===== src/rtl/apb_master_pkg.sv =====
// Shared definitions for the APB4 requester: default geometry, FSM state
// encoding and a width helper used to size index and counter registers.
package apb_master_pkg;

  localparam int unsigned DEF_ADDR_WIDTH     = 32'd32;
  localparam int unsigned DEF_DATA_WIDTH     = 32'd32;
  localparam int unsigned DEF_NO_OF_SLAVES   = 32'd4;
  localparam int unsigned DEF_SLAVE_SIZE     = 32'h0000_1000;
  localparam int unsigned DEF_TIMEOUT_CYCLES = 32'd16;

  typedef enum logic [1:0] {
    ST_IDLE   = 2'd0,
    ST_SETUP  = 2'd1,
    ST_ACCESS = 2'd2
  } state_e;

  // Bits needed to hold values 0..n-1, never less than one bit.
  function automatic int unsigned idx_width(input int unsigned n);
    if (n <= 32'd1) begin
      return 32'd1;
    end else begin
      return $clog2(n);
    end
  endfunction

endpackage


===== src/rtl/apb_master_requester_if.sv =====
// Command, response and APB bus signals of the requester. The master modport
// is the requester's view; the slave modport is the side that issues commands,
// consumes responses and plays the APB completer.
interface apb_master_requester_if
  import apb_master_pkg::*;
#(
  parameter int unsigned ADDR_WIDTH   = DEF_ADDR_WIDTH,
  parameter int unsigned DATA_WIDTH   = DEF_DATA_WIDTH,
  parameter int unsigned NO_OF_SLAVES = DEF_NO_OF_SLAVES
);
  localparam int unsigned STRB_WIDTH = DATA_WIDTH / 32'd8;

  logic                    cmd_valid;
  logic                    cmd_ready;
  logic                    cmd_write;
  logic [ADDR_WIDTH-1:0]   cmd_addr;
  logic [DATA_WIDTH-1:0]   cmd_wdata;
  logic [STRB_WIDTH-1:0]   cmd_strb;
  logic [2:0]              cmd_prot;

  logic                    rsp_valid;
  logic                    rsp_ready;
  logic [DATA_WIDTH-1:0]   rsp_rdata;
  logic                    rsp_slverr;
  logic                    rsp_timeout;

  logic [NO_OF_SLAVES-1:0] psel;
  logic                    penable;
  logic [ADDR_WIDTH-1:0]   paddr;
  logic                    pwrite;
  logic [DATA_WIDTH-1:0]   pwdata;
  logic [STRB_WIDTH-1:0]   pstrb;
  logic [2:0]              pprot;
  logic                    pready;
  logic [DATA_WIDTH-1:0]   prdata;
  logic                    pslverr;

  modport master (
    input  cmd_valid, cmd_write, cmd_addr, cmd_wdata, cmd_strb, cmd_prot,
    output cmd_ready,
    output rsp_valid, rsp_rdata, rsp_slverr, rsp_timeout,
    input  rsp_ready,
    output psel, penable, paddr, pwrite, pwdata, pstrb, pprot,
    input  pready, prdata, pslverr
  );

  modport slave (
    output cmd_valid, cmd_write, cmd_addr, cmd_wdata, cmd_strb, cmd_prot,
    input  cmd_ready,
    input  rsp_valid, rsp_rdata, rsp_slverr, rsp_timeout,
    output rsp_ready,
    input  psel, penable, paddr, pwrite, pwdata, pstrb, pprot,
    output pready, prdata, pslverr
  );

endinterface


===== src/rtl/apb_master_addr_decoder.sv =====
// Maps a byte address onto one of NO_OF_SLAVES equal-sized windows.
// Slave i owns [i*SLAVE_SIZE, (i+1)*SLAVE_SIZE); anything beyond the last
// window raises decode_err with no select bit set.
module apb_master_addr_decoder
  import apb_master_pkg::*;
#(
  parameter int unsigned ADDR_WIDTH   = DEF_ADDR_WIDTH,
  parameter int unsigned NO_OF_SLAVES = DEF_NO_OF_SLAVES,
  parameter int unsigned SLAVE_SIZE   = DEF_SLAVE_SIZE
) (
  input  logic [ADDR_WIDTH-1:0]   addr,
  output logic [NO_OF_SLAVES-1:0] sel,
  output logic                    decode_err
);

  logic [ADDR_WIDTH-1:0] idx_s;

  // Window index, one-hot select and out-of-range flag.
  always_comb begin
    idx_s      = addr / ADDR_WIDTH'(SLAVE_SIZE);
    sel        = {NO_OF_SLAVES{1'b0}};
    for (int i = 0; i < int'(NO_OF_SLAVES); i++) begin
      if (idx_s == ADDR_WIDTH'(i)) begin
        sel[i] = 1'b1;
      end else begin
        sel[i] = 1'b0;
      end
    end
    decode_err = (idx_s >= ADDR_WIDTH'(NO_OF_SLAVES));
  end

endmodule


===== src/rtl/apb_master_requester.sv =====
// APB4 requester: takes one command at a time, runs SETUP/ACCESS on the
// decoded slave, waits for pready with an optional timeout and presents the
// result on a held response port until it is consumed.
module apb_master_requester
  import apb_master_pkg::*;
#(
  parameter int unsigned ADDR_WIDTH     = DEF_ADDR_WIDTH,
  parameter int unsigned DATA_WIDTH     = DEF_DATA_WIDTH,
  parameter int unsigned NO_OF_SLAVES   = DEF_NO_OF_SLAVES,
  parameter int unsigned SLAVE_SIZE     = DEF_SLAVE_SIZE,
  parameter int unsigned TIMEOUT_CYCLES = DEF_TIMEOUT_CYCLES
) (
  input  logic pclk,
  input  logic preset,
  apb_master_requester_if.master bus
);

  localparam int unsigned STRB_WIDTH = DATA_WIDTH / 32'd8;
  localparam int unsigned CNT_W      = idx_width(TIMEOUT_CYCLES + 32'd1);
  localparam bit          TIMEOUT_EN = (TIMEOUT_CYCLES != 32'd0);

  localparam logic [1:0] IDLE   = ST_IDLE;
  localparam logic [1:0] SETUP  = ST_SETUP;
  localparam logic [1:0] ACCESS = ST_ACCESS;

  logic [1:0]              state_r;
  logic [NO_OF_SLAVES-1:0] psel_r;
  logic                    penable_r;
  logic [ADDR_WIDTH-1:0]   paddr_r;
  logic                    pwrite_r;
  logic [DATA_WIDTH-1:0]   pwdata_r;
  logic [STRB_WIDTH-1:0]   pstrb_r;
  logic [2:0]              pprot_r;
  logic                    rsp_valid_r;
  logic [DATA_WIDTH-1:0]   rsp_rdata_r;
  logic                    rsp_slverr_r;
  logic                    rsp_timeout_r;
  logic [CNT_W-1:0]        wait_cnt_r;

  logic                    cmd_ready_s;
  logic                    cmd_fire_s;
  logic [NO_OF_SLAVES-1:0] dec_sel_s;
  logic                    dec_err_s;
  logic [CNT_W-1:0]        cnt_next_s;
  logic                    timeout_hit_s;

  apb_master_addr_decoder #(
    .ADDR_WIDTH   (ADDR_WIDTH),
    .NO_OF_SLAVES (NO_OF_SLAVES),
    .SLAVE_SIZE   (SLAVE_SIZE)
  ) u_decoder (
    .addr       (bus.cmd_addr),
    .sel        (dec_sel_s),
    .decode_err (dec_err_s)
  );

  // Only accept when idle, no response is pending and not in reset.
  assign cmd_ready_s   = (state_r == IDLE) && !rsp_valid_r && !preset;
  assign cmd_fire_s    = bus.cmd_valid && cmd_ready_s;
  assign cnt_next_s    = wait_cnt_r + {{(CNT_W-1){1'b0}}, 1'b1};
  assign timeout_hit_s = TIMEOUT_EN && (cnt_next_s == CNT_W'(TIMEOUT_CYCLES));

  // Transfer sequencing, APB output registers and response capture.
  always_ff @(posedge pclk) begin
    if (preset) begin
      state_r       <= IDLE;
      psel_r        <= {NO_OF_SLAVES{1'b0}};
      penable_r     <= 1'b0;
      paddr_r       <= {ADDR_WIDTH{1'b0}};
      pwrite_r      <= 1'b0;
      pwdata_r      <= {DATA_WIDTH{1'b0}};
      pstrb_r       <= {STRB_WIDTH{1'b0}};
      pprot_r       <= 3'b000;
      rsp_valid_r   <= 1'b0;
      rsp_rdata_r   <= {DATA_WIDTH{1'b0}};
      rsp_slverr_r  <= 1'b0;
      rsp_timeout_r <= 1'b0;
      wait_cnt_r    <= {CNT_W{1'b0}};
    end else begin
      if (rsp_valid_r && bus.rsp_ready) begin
        rsp_valid_r <= 1'b0;
      end
      case (state_r)
        IDLE: begin
          if (cmd_fire_s) begin
            if (dec_err_s) begin
              // Unmapped address: answer straight away, the bus stays quiet.
              rsp_valid_r   <= 1'b1;
              rsp_rdata_r   <= {DATA_WIDTH{1'b0}};
              rsp_slverr_r  <= 1'b1;
              rsp_timeout_r <= 1'b0;
            end else begin
              state_r  <= SETUP;
              psel_r   <= dec_sel_s;
              paddr_r  <= bus.cmd_addr;
              pwrite_r <= bus.cmd_write;
              pwdata_r <= bus.cmd_write ? bus.cmd_wdata : {DATA_WIDTH{1'b0}};
              pstrb_r  <= bus.cmd_write ? bus.cmd_strb : {STRB_WIDTH{1'b0}};
              pprot_r  <= bus.cmd_prot;
            end
          end
        end
        SETUP: begin
          state_r    <= ACCESS;
          penable_r  <= 1'b1;
          wait_cnt_r <= {CNT_W{1'b0}};
        end
        ACCESS: begin
          if (bus.pready) begin
            // Completion beats a timeout reached in the same cycle.
            state_r       <= IDLE;
            psel_r        <= {NO_OF_SLAVES{1'b0}};
            penable_r     <= 1'b0;
            rsp_valid_r   <= 1'b1;
            rsp_rdata_r   <= (!pwrite_r && !bus.pslverr) ? bus.prdata : {DATA_WIDTH{1'b0}};
            rsp_slverr_r  <= bus.pslverr;
            rsp_timeout_r <= 1'b0;
          end else if (timeout_hit_s) begin
            state_r       <= IDLE;
            psel_r        <= {NO_OF_SLAVES{1'b0}};
            penable_r     <= 1'b0;
            rsp_valid_r   <= 1'b1;
            rsp_rdata_r   <= {DATA_WIDTH{1'b0}};
            rsp_slverr_r  <= 1'b1;
            rsp_timeout_r <= 1'b1;
            wait_cnt_r    <= cnt_next_s;
          end else begin
            wait_cnt_r <= cnt_next_s;
          end
        end
        default: begin
          state_r   <= IDLE;
          psel_r    <= {NO_OF_SLAVES{1'b0}};
          penable_r <= 1'b0;
        end
      endcase
    end
  end

  assign bus.cmd_ready   = cmd_ready_s;
  assign bus.rsp_valid   = rsp_valid_r;
  assign bus.rsp_rdata   = rsp_rdata_r;
  assign bus.rsp_slverr  = rsp_slverr_r;
  assign bus.rsp_timeout = rsp_timeout_r;
  assign bus.psel        = psel_r;
  assign bus.penable     = penable_r;
  assign bus.paddr       = paddr_r;
  assign bus.pwrite      = pwrite_r;
  assign bus.pwdata      = pwdata_r;
  assign bus.pstrb       = pstrb_r;
  assign bus.pprot       = pprot_r;

endmodule


===== src/flat_wrapper.sv =====
// flat-port wrapper written by rule: the top's interface ports become plain ports
module apb_master_requester_flat import apb_master_pkg::*;
#(
  parameter int unsigned ADDR_WIDTH     = DEF_ADDR_WIDTH,
  parameter int unsigned DATA_WIDTH     = DEF_DATA_WIDTH,
  parameter int unsigned NO_OF_SLAVES   = DEF_NO_OF_SLAVES,
  parameter int unsigned SLAVE_SIZE     = DEF_SLAVE_SIZE,
  parameter int unsigned TIMEOUT_CYCLES = DEF_TIMEOUT_CYCLES
)
  (pclk, preset, bus_cmd_valid, bus_cmd_write, bus_cmd_addr, bus_cmd_wdata, bus_cmd_strb, bus_cmd_prot, bus_cmd_ready, bus_rsp_valid, bus_rsp_rdata, bus_rsp_slverr, bus_rsp_timeout, bus_rsp_ready, bus_psel, bus_penable, bus_paddr, bus_pwrite, bus_pwdata, bus_pstrb, bus_pprot, bus_pready, bus_prdata, bus_pslverr);
  apb_master_requester_if #(.ADDR_WIDTH(ADDR_WIDTH), .DATA_WIDTH(DATA_WIDTH), .NO_OF_SLAVES(NO_OF_SLAVES)) bus_i ();
  input  logic pclk;
  input  logic preset;
  input wire logic [$bits(bus_i.cmd_valid)-1:0] bus_cmd_valid;
  input wire logic [$bits(bus_i.cmd_write)-1:0] bus_cmd_write;
  input wire logic [$bits(bus_i.cmd_addr)-1:0] bus_cmd_addr;
  input wire logic [$bits(bus_i.cmd_wdata)-1:0] bus_cmd_wdata;
  input wire logic [$bits(bus_i.cmd_strb)-1:0] bus_cmd_strb;
  input wire logic [$bits(bus_i.cmd_prot)-1:0] bus_cmd_prot;
  output wire logic [$bits(bus_i.cmd_ready)-1:0] bus_cmd_ready;
  output wire logic [$bits(bus_i.rsp_valid)-1:0] bus_rsp_valid;
  output wire logic [$bits(bus_i.rsp_rdata)-1:0] bus_rsp_rdata;
  output wire logic [$bits(bus_i.rsp_slverr)-1:0] bus_rsp_slverr;
  output wire logic [$bits(bus_i.rsp_timeout)-1:0] bus_rsp_timeout;
  input wire logic [$bits(bus_i.rsp_ready)-1:0] bus_rsp_ready;
  output wire logic [$bits(bus_i.psel)-1:0] bus_psel;
  output wire logic [$bits(bus_i.penable)-1:0] bus_penable;
  output wire logic [$bits(bus_i.paddr)-1:0] bus_paddr;
  output wire logic [$bits(bus_i.pwrite)-1:0] bus_pwrite;
  output wire logic [$bits(bus_i.pwdata)-1:0] bus_pwdata;
  output wire logic [$bits(bus_i.pstrb)-1:0] bus_pstrb;
  output wire logic [$bits(bus_i.pprot)-1:0] bus_pprot;
  input wire logic [$bits(bus_i.pready)-1:0] bus_pready;
  input wire logic [$bits(bus_i.prdata)-1:0] bus_prdata;
  input wire logic [$bits(bus_i.pslverr)-1:0] bus_pslverr;
  assign bus_i.cmd_valid = bus_cmd_valid;
  assign bus_i.cmd_write = bus_cmd_write;
  assign bus_i.cmd_addr = bus_cmd_addr;
  assign bus_i.cmd_wdata = bus_cmd_wdata;
  assign bus_i.cmd_strb = bus_cmd_strb;
  assign bus_i.cmd_prot = bus_cmd_prot;
  assign bus_cmd_ready = bus_i.cmd_ready;
  assign bus_rsp_valid = bus_i.rsp_valid;
  assign bus_rsp_rdata = bus_i.rsp_rdata;
  assign bus_rsp_slverr = bus_i.rsp_slverr;
  assign bus_rsp_timeout = bus_i.rsp_timeout;
  assign bus_i.rsp_ready = bus_rsp_ready;
  assign bus_psel = bus_i.psel;
  assign bus_penable = bus_i.penable;
  assign bus_paddr = bus_i.paddr;
  assign bus_pwrite = bus_i.pwrite;
  assign bus_pwdata = bus_i.pwdata;
  assign bus_pstrb = bus_i.pstrb;
  assign bus_pprot = bus_i.pprot;
  assign bus_i.pready = bus_pready;
  assign bus_i.prdata = bus_prdata;
  assign bus_i.pslverr = bus_pslverr;
  apb_master_requester #(.ADDR_WIDTH(ADDR_WIDTH), .DATA_WIDTH(DATA_WIDTH), .NO_OF_SLAVES(NO_OF_SLAVES), .SLAVE_SIZE(SLAVE_SIZE), .TIMEOUT_CYCLES(TIMEOUT_CYCLES)) u_core (.pclk(pclk), .preset(preset), .bus(bus_i));
endmodule

===== config.mk =====
export PLATFORM = sky130hd
export DESIGN_NAME = apb_master_requester_flat
export DESIGN_NICKNAME = d
export VERILOG_FILES = /design/src/rtl/apb_master_pkg.sv /design/src/rtl/apb_master_requester_if.sv /design/src/rtl/apb_master_addr_decoder.sv /design/src/rtl/apb_master_requester.sv /design/src/flat_wrapper.sv
export SDC_FILE = /design/constraint.sdc
export NUM_CORES = 1
export LEC_CHECK = 0
export ABC_AREA = 1
export BUFFER_PORTS_ARGS = -buffer_cell sky130_fd_sc_hd__buf_4
export CAP_MARGIN = 0
export CELL_PAD_IN_SITES_DETAIL_PLACEMENT = 0
export CELL_PAD_IN_SITES_GLOBAL_PLACEMENT = 1
export CORE_ASPECT_RATIO = 1.75
export CORE_MARGIN = 5
export CORE_UTILIZATION = 34
export DETAILED_ROUTE_END_ITERATION = 6
export GPL_TIMING_DRIVEN = 0
export MAX_ROUTING_LAYER = met4
export PLACE_DENSITY = 0.86
export SETUP_SLACK_MARGIN = 0.1
export SLEW_MARGIN = 20
export SYNTH_ARGS = -nofsm -noshare
export SYNTH_HDL_FRONTEND = slang
export SYNTH_HIERARCHICAL = 1
export SYNTH_SLANG_ARGS = --single-unit

===== constraint.sdc =====
create_clock -name pclk -period 3.68 [get_ports pclk]
set_clock_uncertainty 0.05 [all_clocks]
set_input_delay 0.184 -clock pclk [delete_from_list [all_inputs] [get_ports pclk]]
set_output_delay 0.184 -clock pclk [all_outputs]
set_load 0.02 [all_outputs]

==> run metrics, run 1 <==
antenna cells=0; clk root buf=clkbuf_16; CP arrival=2.34 ns; Critical Path Start Type=input port; GRT Util Overall=21.16%; fin crit share=56.02%; syn avg cell area=7.927 µm²; Crit Path Class=in2reg; share of cells above drive strength 1=35.00%; clock buffer depth=2; Tmin final=2.061 ns; starting density of the core=34.24%; vias per cell=4.639; synthesized area=4558 µm²; pin count of the biggest net entering global routing=17; Storage cell area=2382 µm²; worst slack at placement=1.773 ns; fmax=0.4851 GHz; CTS buffer count=17; Final #Nets=1018; Power, Total=0.003273 W; die width=97.53 µm; fillers=1177; worst vdd ir=310.0 µV; Initial DRT Pass Iterations=5; global-route wire length before repair=26.32 mm; Core ar.=13310 µm²; Seq cells post-synth=119; Routed Antenna Nets=0; DR DRC count=0; Leak=3.504 nW; Data required, critical path=3.96 ns; # rows=56; Power Density=410.2 nW/µm²; max-slew violations=0; multi-input logic area=1933 µm²; DP Cell Count=970; grt ovf=0; Worst-Margin Slew=0.7025 ns; routed wire length=16.45 mm; Port Buffers=221; DR WL/cell=15.03 µm; Cells after Synth=575; crit-path max FO=10; # setup viols final=0; Sink Count=119; final std cells w/o fill=1094; initial detailed-routing violation count=160; DR vias=5075; max-cap violation count=0; RSZ-0062 raised after global routing=false; run status=finished, final reports clean; Clk pin slew, worst setup/hold paths=0.05 ns; DP HPWL=11.70 mm; Worst setup EP type=register; Clk Latency, worst-skew pair=0.40 ns; unique cell type count in the Yosys netlist=29; Setup WS post-layout=1.619 ns; Post-CTS Setup Inserts=0; final hold slack=0.02099 ns; CTS tree=done; Die Height=163.2 µm; Hold Crit Class=in2reg; vias in the first global route=5426; I/O pin count=223; total die area=15910 µm²; Area Overhead vs Synth=75.02%; Fin. Hold Viols=0; initial antenna violation count=0; Syn. warnings=6; H-Tree Depth=4; Seq/Total Area, Yosys=52.26%; Post-Syn Nets=686; TNS Setup=0 ns; Slew HR=53.17%; Placer Congestion=0.8481
## final timing paths
kind	start	endpoint	slack (ns)	cells past startpoint
hold reg to reg	u_core/bus.rsp_slverr$_SDFFE_PP0P_	u_core/bus.rsp_slverr$_SDFFE_PP0P_	0.41	2
setup / recovery	bus_cmd_addr[15]	u_core/bus.pwdata[28]$_SDFFE_PP0P_	1.62	11
hold / removal	bus_prdata[31]	u_core/bus.rsp_rdata[31]$_SDFFE_PP0P_	0.02	3
setup reg to reg	u_core/wait_cnt_r[0]$_SDFFE_PP0P_	u_core/bus.rsp_rdata[5]$_SDFFE_PP0P_	1.92	9
## sequential cells by signal, summed over array words and instances, names as in the netlist
| register | cells |
|---|---|
| u_core/state_r | 2 |
| u_core/bus.pwrite | 1 |
| u_core/bus.rsp_slverr | 1 |
| u_core/bus.paddr | 32 |
| u_core/bus.rsp_valid | 1 |
| u_core/bus.pprot | 3 |
| u_core/bus.rsp_timeout | 1 |
| u_core/bus.penable | 1 |
| u_core/bus.rsp_rdata | 32 |
| u_core/bus.psel | 4 |
| u_core/bus.pwdata | 32 |
| u_core/bus.pstrb | 4 |
| u_core/wait_cnt_r | 5 |
## cell type report
type                       instances  share of cell area, %
clock buffer                      19                  5.678
buffer                            34                  2.243
sequential                       119                  29.86
clock inverter                    13                  2.117
timing repair buffer             313                  32.34
tap                              174                  2.729
multi-input combinational        406                  24.23
inverter                          16                 0.7999
## synth_stat cells
library cell / count / area share, %
a21oi_1: 60 / 6.6
a21oi_2: 19 / 3.7
and2_1: 1 / 0.14
buf_1: 2 / 0.16
buf_2: 8 / 0.88
buf_4: 4 / 0.66
buf_6: 2 / 0.49
buf_8: 1 / 0.33
clkbuf_1: 17 / 1.4
clkinv_2: 1 / 0.11
dfxtp_1: 119 / 52
ha_1: 1 / 0.27
inv_1: 12 / 0.99
inv_2: 2 / 0.16
inv_4: 1 / 0.14
nand2_1: 145 / 12
nand2_2: 20 / 2.7
nand3_1: 10 / 1.1
nand3_2: 2 / 0.44
nand4_1: 11 / 1.5
nand4_4: 1 / 0.47
nor2_1: 87 / 7.2
nor2_2: 3 / 0.41
nor2_4: 4 / 0.99
nor2_8: 1 / 0.44
nor3_1: 1 / 0.11
o21ai_0: 38 / 4.2
o22ai_1: 1 / 0.14
or2_0: 1 / 0.14
## cell families (layout without fill, tap and decap cells)
kind of cell / Yosys count / in the layout / synth area share, %
and+or+nand+nor: 287 / 287 / 27.59
DFF: 119 / 119 / 52.26
AOI/OAI and AO/OA: 118 / 118 / 14.55
buffers and inverters: 50 / 395 / 5.325
adders and majority gates: 1 / 1 / 0.2745
## report_power, final
group | internal [W] | switching [W]
logic | 0.000151 | 0.0000930
registers | 0.00129 | 0.000000857
clock network | 0.00111 | 0.000628
total | 0.00255 | 0.000722
## layer usage
metal	up-vias	track usage [%]	share of wire (%)
met4	0	9.515	2.4
met1	2321	21.31	37
met3	23	4.957	6.4
met2	209	38.60	54
li1	2522	-	-
met5	-	-	0
## critical path, cell delays in order
cell	delay [ns]
dlygate4sd3_1	0.54
buf_4	0.13
or2_0	0.23
nor2_2	0.13
nand3_2	0.18
nor2_4	0.24
inv_4	0.12
nor2_8	0.20
buf_6	0.20
nand2_2	0.06
a21oi_2	0.11
## per-stage QoR
stage | utilization (%) | cell area (µm²)
5_1_grt | 59.92 | 7978
2_1_floorplan | - | 4558
4_1_cts | 59.92 | 7978
3_3_place_gp | 48.34 | 6435
3_5_place_dp | 48.34 | 6435
6_report | 59.92 | 7978
## repair_timing
item | 4_1_cts | 5_1_grt
gates resized for setup | 0 | 0
endpoints found under the setup margin | 0 | 0
endpoints found under the hold margin | 92 | 0
hold buffers | 92 | 0
## layout by cell type (no fill, tap or decap), drive strengths merged, types with 18 or more instances in the layout
master       count
nand2          165
buf            238
dlygate4sd3     92
dfxtp          119
nor2            95
o21ai           38
inv             18
clkbuf          36
a21oi           79
Note: power is estimated with default switching activity, not from simulation.
==> inputs of run 2 (changes only) <==
--- a/config.mk
+++ b/config.mk
@@ -12,11 +12,11 @@
 export CELL_PAD_IN_SITES_GLOBAL_PLACEMENT = 1
 export CORE_ASPECT_RATIO = 1.75
 export CORE_MARGIN = 5
-export CORE_UTILIZATION = 34
+export CORE_UTILIZATION = 32
 export DETAILED_ROUTE_END_ITERATION = 6
 export GPL_TIMING_DRIVEN = 0
 export MAX_ROUTING_LAYER = met4
-export PLACE_DENSITY = 0.86
+export PLACE_DENSITY = 0.82
 export SETUP_SLACK_MARGIN = 0.1
 export SLEW_MARGIN = 20
 export SYNTH_ARGS = -nofsm -noshare
==> constraint.sdc (replaced) <==
create_clock -name pclk -period 1.9 [get_ports pclk]
set_clock_uncertainty 0.05 [all_clocks]
set_input_delay 0.095 -clock pclk [delete_from_list [all_inputs] [get_ports pclk]]
set_output_delay 0.095 -clock pclk [all_outputs]
set_load 0.02 [all_outputs]
==> run 2 against run 1 <==
Sequential share of layout area is 0.64 points lower. Clock power grew 100%. Sequential power up 94%. Total power is 98% higher. Non-clock buffer count up 14. Sequential cell count did not move. First-iteration DRC count shrank 8.8%. Design area increased by 2.3%. Core utilization fell by 1.5 points. Hold slack worse by 0.0077 ns. Largest cell class unchanged. Largest power group unchanged.
==> run metrics, run 2 (synthesized netlist as in run 1, its figures left out) <==
run status=finished, final reports clean; Crit Path Class=reg2reg; max-slew violations=0; initial antenna violation count=0; Core ar.=13980 µm²; I/O pin count=223; Power, Total=0.006467 W; Placer Congestion=0.7761; Critical Path Start Type=register; antenna cells=0; share of cells above drive strength 1=34.83%; fmax=0.5964 GHz; # rows=57; worst vdd ir=539.3 µV; CP Launch Point=u_core/wait_cnt_r[0]$_SDFFE_PP0P_; DR vias=5079; Layout Utilization=58.38%; Leak=3.567 nW; Hold Crit Class=in2reg; initial detailed-routing violation count=146; CTS tree=done; fillers=1244; vias per cell=4.576; Storage cell area=2385 µm²; RSZ-0062 raised after global routing=false; total die area=16830 µm²; Die Height=167.9 µm; TNS Setup=0 ns; Power Density=792.5 nW/µm²; DR WL/cell=14.93 µm; Clk pin slew, worst setup/hold paths=0.05 ns; commonest non-fill, non-tap cell in the layout=buf_4; vias in the first global route=5239; routed wire length=16.57 mm; Hold Path Depth=3; multi-input logic area=1943 µm²; die width=100.2 µm; max-cap violation count=0; Initial DRT Pass Iterations=7; fin crit share=88.25%; Port Buffers=221; clk root buf=clkbuf_16; pin count of the biggest net entering global routing=17; Area Overhead vs Synth=79.03%; Tmin final=1.677 ns; global-route wire length before repair=25.79 mm; Data required, critical path=2.11 ns; # setup viols final=0; most frequent cells in the layout=buf_4, nand2_1, dfxtp_1; Fin. Hold Viols=0; starting density of the core=32.61%; Routed Antenna Nets=0; Sink Count=119; CTS buffer count=17; grt ovf=0; Register-to-Register Path Depth=9; Worst setup EP type=register; DR DRC count=0; CP arrival=1.89 ns; Worst-Margin Slew=0.6999 ns; clock buffer depth=2; Hold Crit Start=bus_prdata[27]; Slew HR=53.34%; Final #Nets=1032; crit-path max FO=10; H-Tree Depth=4; GRT Util Overall=19.79%; r2r startpoint=u_core/wait_cnt_r[0]$_SDFFE_PP0P_; Clk Latency, worst-skew pair=0.39 ns; DP HPWL=12.24 mm
-- run 2: changes by cell type in the layout (fill, tap and decap cells not counted), moves of 2 or more --
cell and delta:
bufinv_16 +2, dfxtp_1 -2, inv_6 -3, dlygate4sd3_1 +12, buf_2 -2, buf_4 +2, dfxtp_2 +2
-- run 2: worst max-delay path, stage by stage (launching register included) --
cell,delay [ns]
dfxtp_2,0.36
ha_2,0.21
nand4_1,0.10
nand2_1,0.09
nand3_1,0.12
nand2_2,0.15
nand3_4,0.13
buf_4,0.20
nand2_1,0.07
a21oi_1,0.05
-- run 2: repair_timing --
| item | in CTS | in global routing |
|---|---|---|
| endpoints found under the setup margin | 24 | 29 |
| endpoints found under the hold margin | 109 | 0 |
| buffers inserted | 0 | 2 |
| cloned | 0 | 0 |
| resized for setup | 1 | 7 |
| pin swaps | 0 | 1 |
| hold buffers | 104 | 0 |
-- run 2: metrics by stage --
step                      hold slack [ns]  instances  instance area, µm²  setup slack, ns
final                             0.01325       1110                8160           0.2233
after global routing             0.006926       1110                8160           0.1049
after detailed placement           0.2746        973                6439          0.01779
after CTS                        0.001074       1108                8132           0.1315
after global placement             0.2680        973                6439          0.04769
after floorplan                    0.1799        575                4558           0.3859
-- run 2: layout make-up --
type | count | share of cell area (%)
Clock buffer | 19 | 5.428
Sequential cell | 119 | 29.22
Inverter | 16 | 0.7820
Timing Repair Buffer | 327 | 33.27
Buffer | 34 | 2.300
Multi-Input combinational cell | 406 | 23.81
Tap cell | 177 | 2.714
Clock inverter | 12 | 2.469
-- run 2: final timing paths --
kind / endpoint / slack (ns)
max: u_core/bus.rsp_rdata[6]$_SDFFE_PP0P_ / 0.22
max reg2reg: u_core/bus.rsp_rdata[6]$_SDFFE_PP0P_ / 0.22
min reg2reg: u_core/bus.rsp_slverr$_SDFFE_PP0P_ / 0.40
min: u_core/bus.rsp_rdata[27]$_SDFFE_PP0P_ / 0.01
-- run 2: power by group --
group,internal (W),switching (W)
combinational,0.000310,0.000177
clock,0.00236,0.00112
sequential,0.00250,0.00000198
total,0.00516,0.00130
-- run 2: per-layer routing --
metal / wire, µm / part of all wire (%) / GRT usage (%) / vias to the layer above
met1: 6047 / 36 / 19.98 / 2316
li1: - / - / - / 2553
met3: 1129 / 6.8 / 5.052 / 25
met5: 0 / 0 / - / -
met2: 9017 / 54 / 35.99 / 185
met4: 376 / 2.3 / 7.331 / 0
==> inputs of run 3 (changes only) <==
--- a/config.mk
+++ b/config.mk
@@ -16,7 +16,7 @@
 export DETAILED_ROUTE_END_ITERATION = 6
 export GPL_TIMING_DRIVEN = 0
 export MAX_ROUTING_LAYER = met4
-export PLACE_DENSITY = 0.82
+export PLACE_DENSITY = 0.84
 export SETUP_SLACK_MARGIN = 0.1
 export SLEW_MARGIN = 20
 export SYNTH_ARGS = -nofsm -noshare
==> run 3 against run 2 <==
Count of clock-buffer cells in the layout up 1. Combinational power about the same. Routed wire length down 0.40%. Non-clock buffer count up 2. Core utilization down 0.34 points. Fmax about the same. Final cell count up 0.18%. Sequential power about the same. Via count down 0.45%. Worst setup slack better by 0.0011 ns. Hold slack better by 0.072 ns. Largest power group unchanged.
==> run metrics, run 3 (synthesized netlist as in run 1, its figures left out) <==
run status=finished, final reports clean; CTS tree=done; Slew HR=50.93%; internal power=0.004879 W; clock buffer depth=2; r2r startpoint=u_core/state_r[1]$_SDFFE_PP0P_; reg2reg end=u_core/bus.paddr[8]$_SDFFE_PP0P_; max-slew violations=0; Hold Crit Start=bus_pslverr; Port Buffers=221; Initial DRT Pass Iterations=7; Tmin final=1.676 ns; # setup viols final=0; Clk Latency, worst-skew pair=0.40 ns; die width=100.2 µm; grt ovf=0; pin count of the biggest net entering global routing=17; Data required, critical path=2.14 ns; RSZ-0062 raised after global routing=true; Hold Crit Endpoint=u_core/bus.rsp_slverr$_SDFFE_PP0P_; sw power=0.001288 W; Power Density=760.1 nW/µm²; CTS buffer count=17; Hold Crit Class=in2reg; Leak=3.548 nW; clock share of power=51.5%; # rows=57; Fin. Hold Viols=0; sequential power share=40.6%; combinational share of power=7.9%; vias in the first global route=5221; Register-to-Register Path Depth=7; Clk pin slew, worst setup/hold paths=0.05 ns; Placer Congestion=0.7583; fin crit share=88.19%; Final #Nets=1034; vias per cell=4.547; routed wire length=16.50 mm; Area Overhead vs Synth=77.99%; Hold Path Depth=5; TNS Setup=0 ns; Crit Path Class=reg2reg; share of cells above drive strength 1=34.69%; initial antenna violation count=0; DP HPWL=11.67 mm; Die Height=167.9 µm; DR vias=5056; max-cap violation count=0; most frequent cells in the layout=buf_4, nand2_1, dfxtp_1; commonest non-fill, non-tap cell in the layout=buf_4; total die area=16830 µm²; I/O pin count=223; Critical Path Start Type=register; flop2flop setup slack=0.22 ns; DR DRC count=0; Sink Count=119; crit-path max FO=10; initial detailed-routing violation count=154; global-route wire length before repair=25.84 mm; worst vdd ir=557.4 µV; final hold slack=0.08489 ns; Routed Antenna Nets=0; DR WL/cell=14.84 µm; CP arrival=1.91 ns; fmax=0.5968 GHz; starting density of the core=32.61%; GRT Util Overall=19.86%; H-Tree Depth=4; Core ar.=13980 µm²; Net Sw Frac=20.88%; Worst setup EP type=register; clk root buf=clkbuf_16; Worst-Margin Slew=0.7360 ns
## run 3: cell types whose count changed in the layout (fill, tap and decap cells not counted), moves of 2 or more
| cell | delta |
|---|---|
| clkinv_4 | -3 |
| bufinv_16 | -2 |
| buf_6 | -2 |
| clkinv_2 | +3 |
| buf_1 | +2 |
## run 3: final cells by class
| cell class | instances | area (µm²) |
|---|---|---|
| clock buffers | 20 | 446.7 |
| flip-flops and latches | 119 | 2385 |
| fillers | 1283 | 5866 |
| multi-input cells | 406 | 1943 |
| repair buffers | 329 | 2733 |
| well taps | 177 | 221.5 |
| clock inverters | 10 | 130.1 |
| plain buffers | 34 | 187.7 |
| inverters | 16 | 63.81 |
| diodes | 1 | 2.502 |
## run 3: per-stage QoR
| stage | instance area, µm² | total power (W) | setup WS [ns] | cells | utilization (%) |
|---|---|---|---|---|---|
| floorplan | 4558 | 0.002641 | 0.3859 | 575 | - |
| global placement | 6439 | 0.002865 | 0.04394 | 973 | 46.06 |
| detailed placement | 6439 | 0.002865 | 0.04239 | 973 | 46.06 |
| CTS | 8074 | 0.006249 | 0.1666 | 1108 | 57.76 |
| global route | 8110 | 0.006414 | 0.07073 | 1111 | 58.02 |
| finish | 8113 | 0.006166 | 0.2244 | 1112 | 58.04 |
## run 3: how the worst max path moves through the flow
| stage | startpoint | endpoint | slack (ns) | cells past startpoint |
|---|---|---|---|---|
| 6_report | u_core/state_r[1]$_SDFFE_PP0P_ | u_core/bus.paddr[8]$_SDFFE_PP0P_ | 0.22 | 7 |
| 5_1_grt | u_core/state_r[0]$_SDFFE_PP0P_ | u_core/bus.paddr[8]$_SDFFE_PP0P_ | 0.07 | 7 |
| 4_1_cts | u_core/wait_cnt_r[1]$_SDFFE_PP0P_ | u_core/bus.rsp_rdata[17]$_SDFFE_PP0P_ | 0.17 | 9 |
| 3_5_place_dp | bus_cmd_addr[15] | u_core/bus.pwdata[1]$_SDFFE_PP0P_ | 0.04 | 10 |
| 3_3_place_gp | bus_cmd_addr[15] | u_core/bus.pwdata[5]$_SDFFE_PP0P_ | 0.04 | 10 |
| 2_1_floorplan | u_core/wait_cnt_r[0]$_SDFFE_PP0P_ | u_core/bus.rsp_rdata[22]$_SDFFE_PP0P_ | 0.39 | 10 |
## run 3: what timing repair did
| action | in CTS | in global routing |
|---|---|---|
| pin swaps | 0 | 1 |
| endpoints found under the setup margin | 2 | 37 |
| setup buffers | 0 | 3 |
| resized for setup | 1 | 8 |
| hold endpoints to repair | 112 | 0 |
| hold buffers | 105 | 0 |
## run 3: power groups by stage
| stage | combinational [W] | clock, W | sequential [W] |
|---|---|---|---|
| 2_1_floorplan | 0.0000826 | 0 | 0.00256 |
| 3_3_place_gp | 0.000310 | 0 | 0.00255 |
| 3_5_place_dp | 0.000310 | 0 | 0.00255 |
| 4_1_cts | 0.000488 | 0.00326 | 0.00250 |
| 5_1_grt | 0.000527 | 0.00339 | 0.00250 |
| 6_report | 0.000489 | 0.00318 | 0.00250 |
## run 3: critical path, stage by stage, from the launching register on
cell and delay, ns:
dfxtp_1 0.33, nor2_4 0.17, nand4_4 0.13, nor2_4 0.19
inv_4 0.12, buf_1 0.26, nor2_1 0.22, nor2_1 0.08
## run 3: per-layer routing
layer | part of all wire [%] | global-route usage, %
met1 | 36 | 19.73
met2 | 56 | 36.71
met3 | 7.2 | 5.424
met4 | 1.4 | 6.393
met5 | 0 | -
